[src/rtl/instqueue_multi_pkg.sv]
// Shared fetch/decode definitions: default widths and the fetch-entry record.
package instqueue_multi_pkg;

    localparam int IDWidth      = 32;
    localparam int AddressWidth = 32;

    // One fetched instruction as it travels from fetch to decode.
    typedef struct packed {
        logic [IDWidth-1:0]      inst;
        logic [AddressWidth-1:0] pc;
        logic                    pred;
    } fetch_entry_t;

endpackage

[src/rtl/instqueue_ram.sv]
// Instruction queue storage: one synchronous write port, one asynchronous read port.
module instqueue_ram #(
    parameter int DEPTH = 16,
    parameter int W     = 65
) (
    input  logic                     clk_in,
    input  logic                     we,
    input  logic [$clog2(DEPTH)-1:0] waddr,
    input  logic [W-1:0]             wdata,
    input  logic [$clog2(DEPTH)-1:0] raddr,
    output logic [W-1:0]             rdata
);

    logic [W-1:0] mem [DEPTH];

    // Write the entry at the tail slot; contents are never cleared.
    always_ff @(posedge clk_in) begin
        if (we) begin
            mem[waddr] <= wdata;
        end
    end

    assign rdata = mem[raddr];

endmodule

[src/rtl/instqueue_multi.sv]
// Instruction queue between fetch and decode: circular buffer with exact
// occupancy, almost-full backpressure, registered single issue, one-cycle flush.
module instqueue_multi
    import instqueue_multi_pkg::*;
#(
    parameter int DEPTH = 16,
    parameter int SLACK = 2,
    parameter int IW    = IDWidth,
    parameter int AW    = AddressWidth
) (
    input  logic                       clk_in,
    input  logic                       rst_in,
    input  logic                       rdy_in,
    input  logic                       if_instqueue_en_in,
    input  logic [IW-1:0]              if_instqueue_inst_in,
    input  logic [AW-1:0]              if_instqueue_pc_in,
    input  logic                       if_instqueue_pred_in,
    output logic                       instqueue_if_full_out,
    input  logic                       rs_instqueue_rdy_in,
    input  logic                       rob_instqueue_rdy_in,
    input  logic                       rob_instqueue_rst_in,
    input  logic                       decoder_instqueue_rst_in,
    input  logic                       bp_instqueue_rst_in,
    output logic                       instqueue_decoder_en_out,
    output logic [IW-1:0]              instqueue_decoder_inst_out,
    output logic [AW-1:0]              instqueue_decoder_pc_out,
    output logic                       instqueue_decoder_pred_out,
    output logic [$clog2(DEPTH+1)-1:0] instqueue_count_out,
    output logic                       instqueue_overflow_out
);

    localparam int PW = $clog2(DEPTH);
    localparam int CW = $clog2(DEPTH+1);
    localparam int EW = IW + AW + 1;

    logic [PW-1:0] head;
    logic [PW-1:0] tail;
    logic [CW-1:0] count;
    logic          overflow;
    logic [EW-1:0] rd_entry;

    logic flush;
    logic is_full;
    logic is_empty;
    logic enq_ok;
    logic issue;
    logic write_en;

    // Occupancy comes only from count, never from pointer comparison.
    assign flush    = rob_instqueue_rst_in | decoder_instqueue_rst_in | bp_instqueue_rst_in;
    assign is_full  = (count == CW'(DEPTH));
    assign is_empty = (count == '0);
    assign enq_ok   = if_instqueue_en_in & ~is_full;
    assign issue    = rs_instqueue_rdy_in & rob_instqueue_rdy_in & ~is_empty;
    assign write_en = ~rst_in & rdy_in & ~flush & enq_ok;

    instqueue_ram #(
        .DEPTH (DEPTH),
        .W     (EW)
    ) u_ram (
        .clk_in (clk_in),
        .we     (write_en),
        .waddr  (tail),
        .wdata  ({if_instqueue_inst_in, if_instqueue_pc_in, if_instqueue_pred_in}),
        .raddr  (head),
        .rdata  (rd_entry)
    );

    // Pointer, occupancy, overflow and decoder-output registers.
    always_ff @(posedge clk_in) begin
        if (rst_in) begin
            head                       <= '0;
            tail                       <= '0;
            count                      <= '0;
            overflow                   <= 1'b0;
            instqueue_decoder_en_out   <= 1'b0;
            instqueue_decoder_inst_out <= '0;
            instqueue_decoder_pc_out   <= '0;
            instqueue_decoder_pred_out <= 1'b0;
        end else if (rdy_in) begin
            if (flush) begin
                // Discards the incoming fetch entry and any in-flight issue.
                head                     <= '0;
                tail                     <= '0;
                count                    <= '0;
                instqueue_decoder_en_out <= 1'b0;
            end else begin
                if (if_instqueue_en_in && is_full) begin
                    overflow <= 1'b1;
                end
                if (enq_ok) begin
                    tail <= tail + PW'(1);
                end
                if (issue) begin
                    head                       <= head + PW'(1);
                    instqueue_decoder_en_out   <= 1'b1;
                    instqueue_decoder_inst_out <= rd_entry[EW-1 -: IW];
                    instqueue_decoder_pc_out   <= rd_entry[AW:1];
                    instqueue_decoder_pred_out <= rd_entry[0];
                end else begin
                    instqueue_decoder_en_out   <= 1'b0;
                end
                case ({enq_ok, issue})
                    2'b10:   count <= count + CW'(1);
                    2'b01:   count <= count - CW'(1);
                    default: count <= count;
                endcase
            end
        end
    end

    assign instqueue_if_full_out  = (count >= CW'(DEPTH - SLACK));
    assign instqueue_count_out    = count;
    assign instqueue_overflow_out = overflow;

endmodule

[config.mk]
export PLATFORM = sky130hd
export DESIGN_NAME = instqueue_multi
export DESIGN_NICKNAME = d
export VERILOG_FILES = /design/src/rtl/instqueue_multi_pkg.sv /design/src/rtl/instqueue_ram.sv /design/src/rtl/instqueue_multi.sv
export SDC_FILE = /design/constraint.sdc
export NUM_CORES = 1
export LEC_CHECK = 0
export CORE_AREA = 5 5 261 263
export DETAILED_ROUTE_END_ITERATION = 12
export DIE_AREA = 0 0 266 268
export GPL_TIMING_DRIVEN = 0
export PLACE_DENSITY_LB_ADDON = 0.3
export SLEW_MARGIN = 10
export SYNTH_ARGS = -nofsm -noshare
export SYNTH_HDL_FRONTEND = slang
export SYNTH_SLANG_ARGS = --single-unit
export TNS_END_PERCENT = 10
[constraint.sdc]
create_clock -name clk_in -period 20.8 [get_ports clk_in]
set_clock_uncertainty 0.1 [all_clocks]
set_input_delay 6.24 -clock clk_in [delete_from_list [all_inputs] [get_ports clk_in]]
set_output_delay 6.24 -clock clk_in [all_outputs]
set_load 0.02 [all_outputs]
# Yosys cells after proc, flatten, opt, wreduce, memory -nomap -nowiden
# Memory sizes are Yosys's and may differ from the RTL's. A register that Yosys moved wholly into a read port is not among the register bits.
# Cells that the tools add are included.
# op_classes
bitwise_logic,12
mux,10
n_reduce_logical,10
eq_ne,3
add_sub_neg,4
n_lt_le_gt_ge,1
# ops
op,count
$mux W4,4
$pmux W5 S2,1
$add A4 B1 Y4 const B,2
$and A1 B1 Y1,6
$reduce_and A2 Y1,3
$reduce_and A3 Y1,2
$add A5 B1 Y5 const B,1
$eq A5 B5 Y1 const B,1
$ge A5 B4 Y1 const B,1
$logic_not A5 Y1,1
$mux W5,1
$sub A5 B1 Y5 const B,1
$mux W1,4
$not A1 Y1,4
$reduce_bool A2 Y1,2
$reduce_bool A3 Y1,1
$eq A2 B1 Y1 const B,1
$eq A2 B2 Y1 const B,1
$or A1 B1 Y1,2
$logic_and A1 B1 Y1,1
# totals
n_memories,1
input_bits,74
reg_bits,15
word_cells,46
ram_bits,1040
# mem_list
name,words,word_bits,read_ports,rd_ports_with_merged_regs,write_ports,line_no,source
u_ram.mem,16,65,1,1,1,instqueue_ram.sv:14,logic [W-1:0] mem [DEPTH];

# Depth between registers and ports, before layout
# depth
ltp_word,7
mapped_depth,10
depth_no_buf,9

# By module
# From an unflattened synthesis, not the netlist that was laid out.
# hier_totals
hier_cells,2004
area_unflattened_um2,42121.6
# modules_own_cells
mod,cells_per_inst,n_inst,area_per_inst_um2
instqueue_ram,1608,1,38942.3
instqueue_multi,396,1,3179.3

# Worst setup path after synthesis
# No wires, ideal clock.
# synth_timing
path_type,input to register
startpoint,in decoder_instqueue_rst_in
endpoint,"mem u_ram.mem[0][0], enable pin"
t_required_ns,20.132
setup_slack_ns,8.548
cell_stages,5
setup_time_ns,0.568
arrival_time_ns,11.584
path_cell_list,nor3_1 nand2_1 nor2_1 nand3_1 nor3_1
# synth_between
elab_chain_cells,7
# synth_lines
item,line_no,source
"start, declared",instqueue_multi.sv:22,"input logic decoder_instqueue_rst_in,"
$or A1 B1 Y1 (2 in a row),instqueue_multi.sv:50,assign flush = rob_instqueue_rst_in | decoder_instqueue_rst_in | bp_instqueue_rst_in;
$not A1 Y1 (no source line),-,
$and A1 B1 Y1 (2 in a row),instqueue_multi.sv:55,assign write_en = ~rst_in & rdy_in & ~flush & enq_ok;
$mux W1,instqueue_ram.sv:18,if (we) begin
$mux W1 (implied by the code),instqueue_ram.sv:19,mem[waddr] <= wdata;
"end, declared",instqueue_ram.sv:14,
# Every way passes these cells.

# Final worst setup path
# layout_timing
startpoint,in decoder_instqueue_rst_in
endpoint,"mem u_ram.mem[0][42], enable pin"
# The elaborated chain is that of the path after synthesis.

==> out/metrics.cfg <==
[sta]
worst-slew-pin-transition_ps=1088
slew_violations=0
fmax_ghz=0.1023
fin_crit_sh=0.4698
setup_tns_ps=0
hold-worst-slack_ps=376.7
maxSlewHeadroom=0.2749
layout_setup_ws_ps=11030
setup_violations=0
period_needed_ps=9773
rsz0062_at_grt=no
finalHoldViolCount=0

[yosys]
synth_compound_area_frac=0.03823
synth_top_area_share=0.7427
synth_seq_area_share=0.7807
synth_largest_area_cell=edfxtp_1
ys_ff_latch=1120
synthAdderAreaFrac=0.002083
synth_cell_types=41
syn_avg_cell_area_sq_um=22.38
synth.mux.area_fraction=0.1559
yosys.area_share.simple=0.008956
synth_xor_area_frac=0.0006248
synth_cells=1879
yosys-top-cells-area=edfxtp_1, mux4_2, dfxtp_1, mux2i_1, a22o_1
yosys_warnings=0
synth_area_sq_um=42050
syn_nets=1960
synth_top_family_by_area=multiplexers

[global_route]
grt-ovfl-total=0
grt_pass1_wl_mm=152.6
first_global_vias=22530
grt_max_degree=25
antenna_found_initial=8
globalRouteTotalUtil=0.2945

[cts]
cts.clk_slew.worst_paths_ps=60
clkLatencyLatePin_ps=670
cts_tree=built
cts.path.max_buffers=3
ctsResizeCount=0
cts_buffers=104
ctsHoldBuffers=0
cts_sinks=1120
cts-root-buf=clkbuf_16
cts_setup_buffers=0
htreeDepth=3

[route]
vias_per_cell=6.963
wl_mm=104.5
drt-wirelength-per-cell_um=33.03
drtIter0Drc=3212
first_pass_iters=5
dr_total_vias=22020
final_antenna_net_count=0
drcViolationCount=0

[power]
p_leak_nw=15.27
power_density_nw_per_um2=90.49
ir_worst_vdd_uv=84.13

[finish]
multi_input_area_sq_um=8765
fillCellCount=3285
final_area_sq_um=49480
area_growth_syn_to_layout_pct=17.67
seqCellArea_sq_um=32830
drive_above_1_share=0.2541
layout.nets=2284

[critical_path]
path_depth=11
cp_common_cell=buf_4
worstPathRequired_ps=21060
path_buf_inv=6
path_class=input pin to flop
arrival_ps=10030
cp_top_family=simple AND/OR/NAND/NOR gates
start_kind=input pin
reg2reg_depth=10
critPathMaxStageDelay_ps=740
crit_chain=clkdlybuf4s50_1, nor3_1, nand2_1, nor2_1, nand3_1, nor3_2, buf_6, buf_4, buf_4, buf_4, buf_6
critPathCaptureType=flop
crit_fanout=8
slowest_stage=nor3_2

[min_path]
whs_path_depth=1
min_path_type=flop to flop

[placed_design]
placed_area_sq_um=45930
pre_cts_slack_ps=10540
place_congestion=0.7720
place_hpwl_mm=62.67
io_buffers=145

[floorplanning]
ios=147
die-area_sq_um=71290
fp.dieW_um=266
core_area_sq_um=65390
die-height_um=268
num_rows=94
initial_core_util=0.6431

[run_status]
outcome=completed

[job]
cap_violations=0

==> stage by stage <==
stage / instances / utilization / total power, W
after detailed placement: 2961 / 0.7023 / 0.002560
after CTS: 3158 / 0.7566 / 0.004487
after global placement: 2888 / 0.6818 / 0.002555
after global routing: 3159 / 0.7566 / 0.004596
after floorplan: 1879 / - / 0.002516
final: 3162 / 0.7567 / 0.004478
==> worst register-to-register path, cell delays in order, from the launching register on <==
cell and delay, ps:
dfxtp_1 340, buf_2 230, nor4_4 110, a21boi_2 450, nand3_1 440, nor3_2 740
buf_6 260, buf_4 210, buf_4 190, buf_4 200, buf_6 170
==> cells in the mapped netlist (all sizes together) <==
master and n:
a211oi 1, a21boi 2, a21o 1, a21oi 13, a221oi 1, a22o 65
a22oi 66, a31o 1, a31oi 3, a32oi 1, a41oi 1, and2 1
and3 2, buf 75, clkbuf 33, dfxtp 80, edfxtp 1040, ha 7
inv 4, mux2i 70, mux4 260, nand2 13, nand2b 3, nand3 11
nand3b 2, nand4 1, nand4b 1, nor2 27, nor2b 1, nor3 8
nor4 1, o21a 1, o21ai 75, or3 3, or4 2, xor2 3
==> cells by family (layout without fill, tap and decap cells) <==
| logic type | after synthesis | in the layout |
|---|---|---|
| adder cells (fa/ha/maj) | 7 | 7 |
| multiplexers | 330 | 330 |
| flip-flops | 1120 | 1120 |
| AND/OR/NAND/NOR | 76 | 76 |
| XOR/XNOR | 3 | 3 |
| buffers and inverters | 112 | 527 |
| other | 0 | 4 |
| AO/OA/AOI/OAI | 231 | 231 |
==> metal layers <==
metal / wire length (um) / up-vias / GRT usage
met5: 55 / - / 0
met4: 3734 / 8 / 0.1025
met3: 9956 / 266 / 0.05292
met2: 54280 / 1612 / 0.5055
met1: 36430 / 11490 / 0.3912
li1: - / 8640 / -
==> report_power, final <==
| group | switching [W] | leakage, nW | internal (W) | total [W] |
|---|---|---|---|---|
| Clock | 0.000830 | 1.74 | 0.00113 | 0.00196 |
| Combinational | 0.0000385 | 3.54 | 0.0000161 | 0.0000546 |
| Sequential | 0.000000422 | 9.99 | 0.00246 | 0.00246 |
| Total | 0.000869 | 15.3 | 0.00361 | 0.00448 |
==> registers in the layout, summed over array words and instances, names as in the netlist <==
| signal | flops |
|---|---|
| instqueue_decoder_en_out | 1 |
| instqueue_count_out | 5 |
| tail | 4 |
| head | 4 |
| instqueue_decoder_inst_out | 32 |
| u_ram.mem | 1040 |
| instqueue_decoder_pred_out | 1 |
| instqueue_overflow_out | 1 |
| instqueue_decoder_pc_out | 32 |
==> area by class of cell <==
cell class              count  share of cell area
plain buffers             108             0.01113
clock inverters            48             0.01181
multi-input cells         647              0.1771
diodes                      4           0.0002023
flip-flops and latches   1120              0.6635
well taps                 864             0.02185
clock buffers             149             0.05990
repair buffers            218             0.05421
inverters                   4           0.0003034
==> path summary, 6_finish.rpt <==
| kind | from | endpoint | slack (ps) |
|---|---|---|---|
| worst min register to register | instqueue_decoder_inst_out[28]$_SDFFE_PP0P_ | instqueue_decoder_inst_out[28]$_SDFFE_PP0P_ | 380 |
| worst min-delay path | instqueue_decoder_inst_out[28]$_SDFFE_PP0P_ | instqueue_decoder_inst_out[28]$_SDFFE_PP0P_ | 380 |
| worst max register to register | instqueue_count_out[2]$_SDFFE_PP0P_ | u_ram.mem[0][42]$_DFFE_PP_ | 17070 |
| worst max-delay path | decoder_instqueue_rst_in | u_ram.mem[0][42]$_DFFE_PP_ | 11030 |
==> layout by cell type, fill, tap and decap left out, types with 14 or more instances in the layout <==
master | synthesis | final
a22o_1 | 65 | 65
a22oi_1 | 66 | 66
buf_12 | 0 | 18
buf_16 | 0 | 21
buf_2 | 50 | 50
buf_4 | 6 | 30
buf_6 | 8 | 18
clkbuf_1 | 33 | 61
clkbuf_16 | 0 | 106
clkbuf_8 | 0 | 15
clkdlybuf4s50_1 | 0 | 145
clkinv_2 | 0 | 21
dfxtp_1 | 80 | 80
edfxtp_1 | 1040 | 1040
mux2i_1 | 70 | 70
mux4_2 | 260 | 260
nor2_1 | 26 | 14
o21ai_0 | 75 | 75
(Power assumes the default switching activity.)
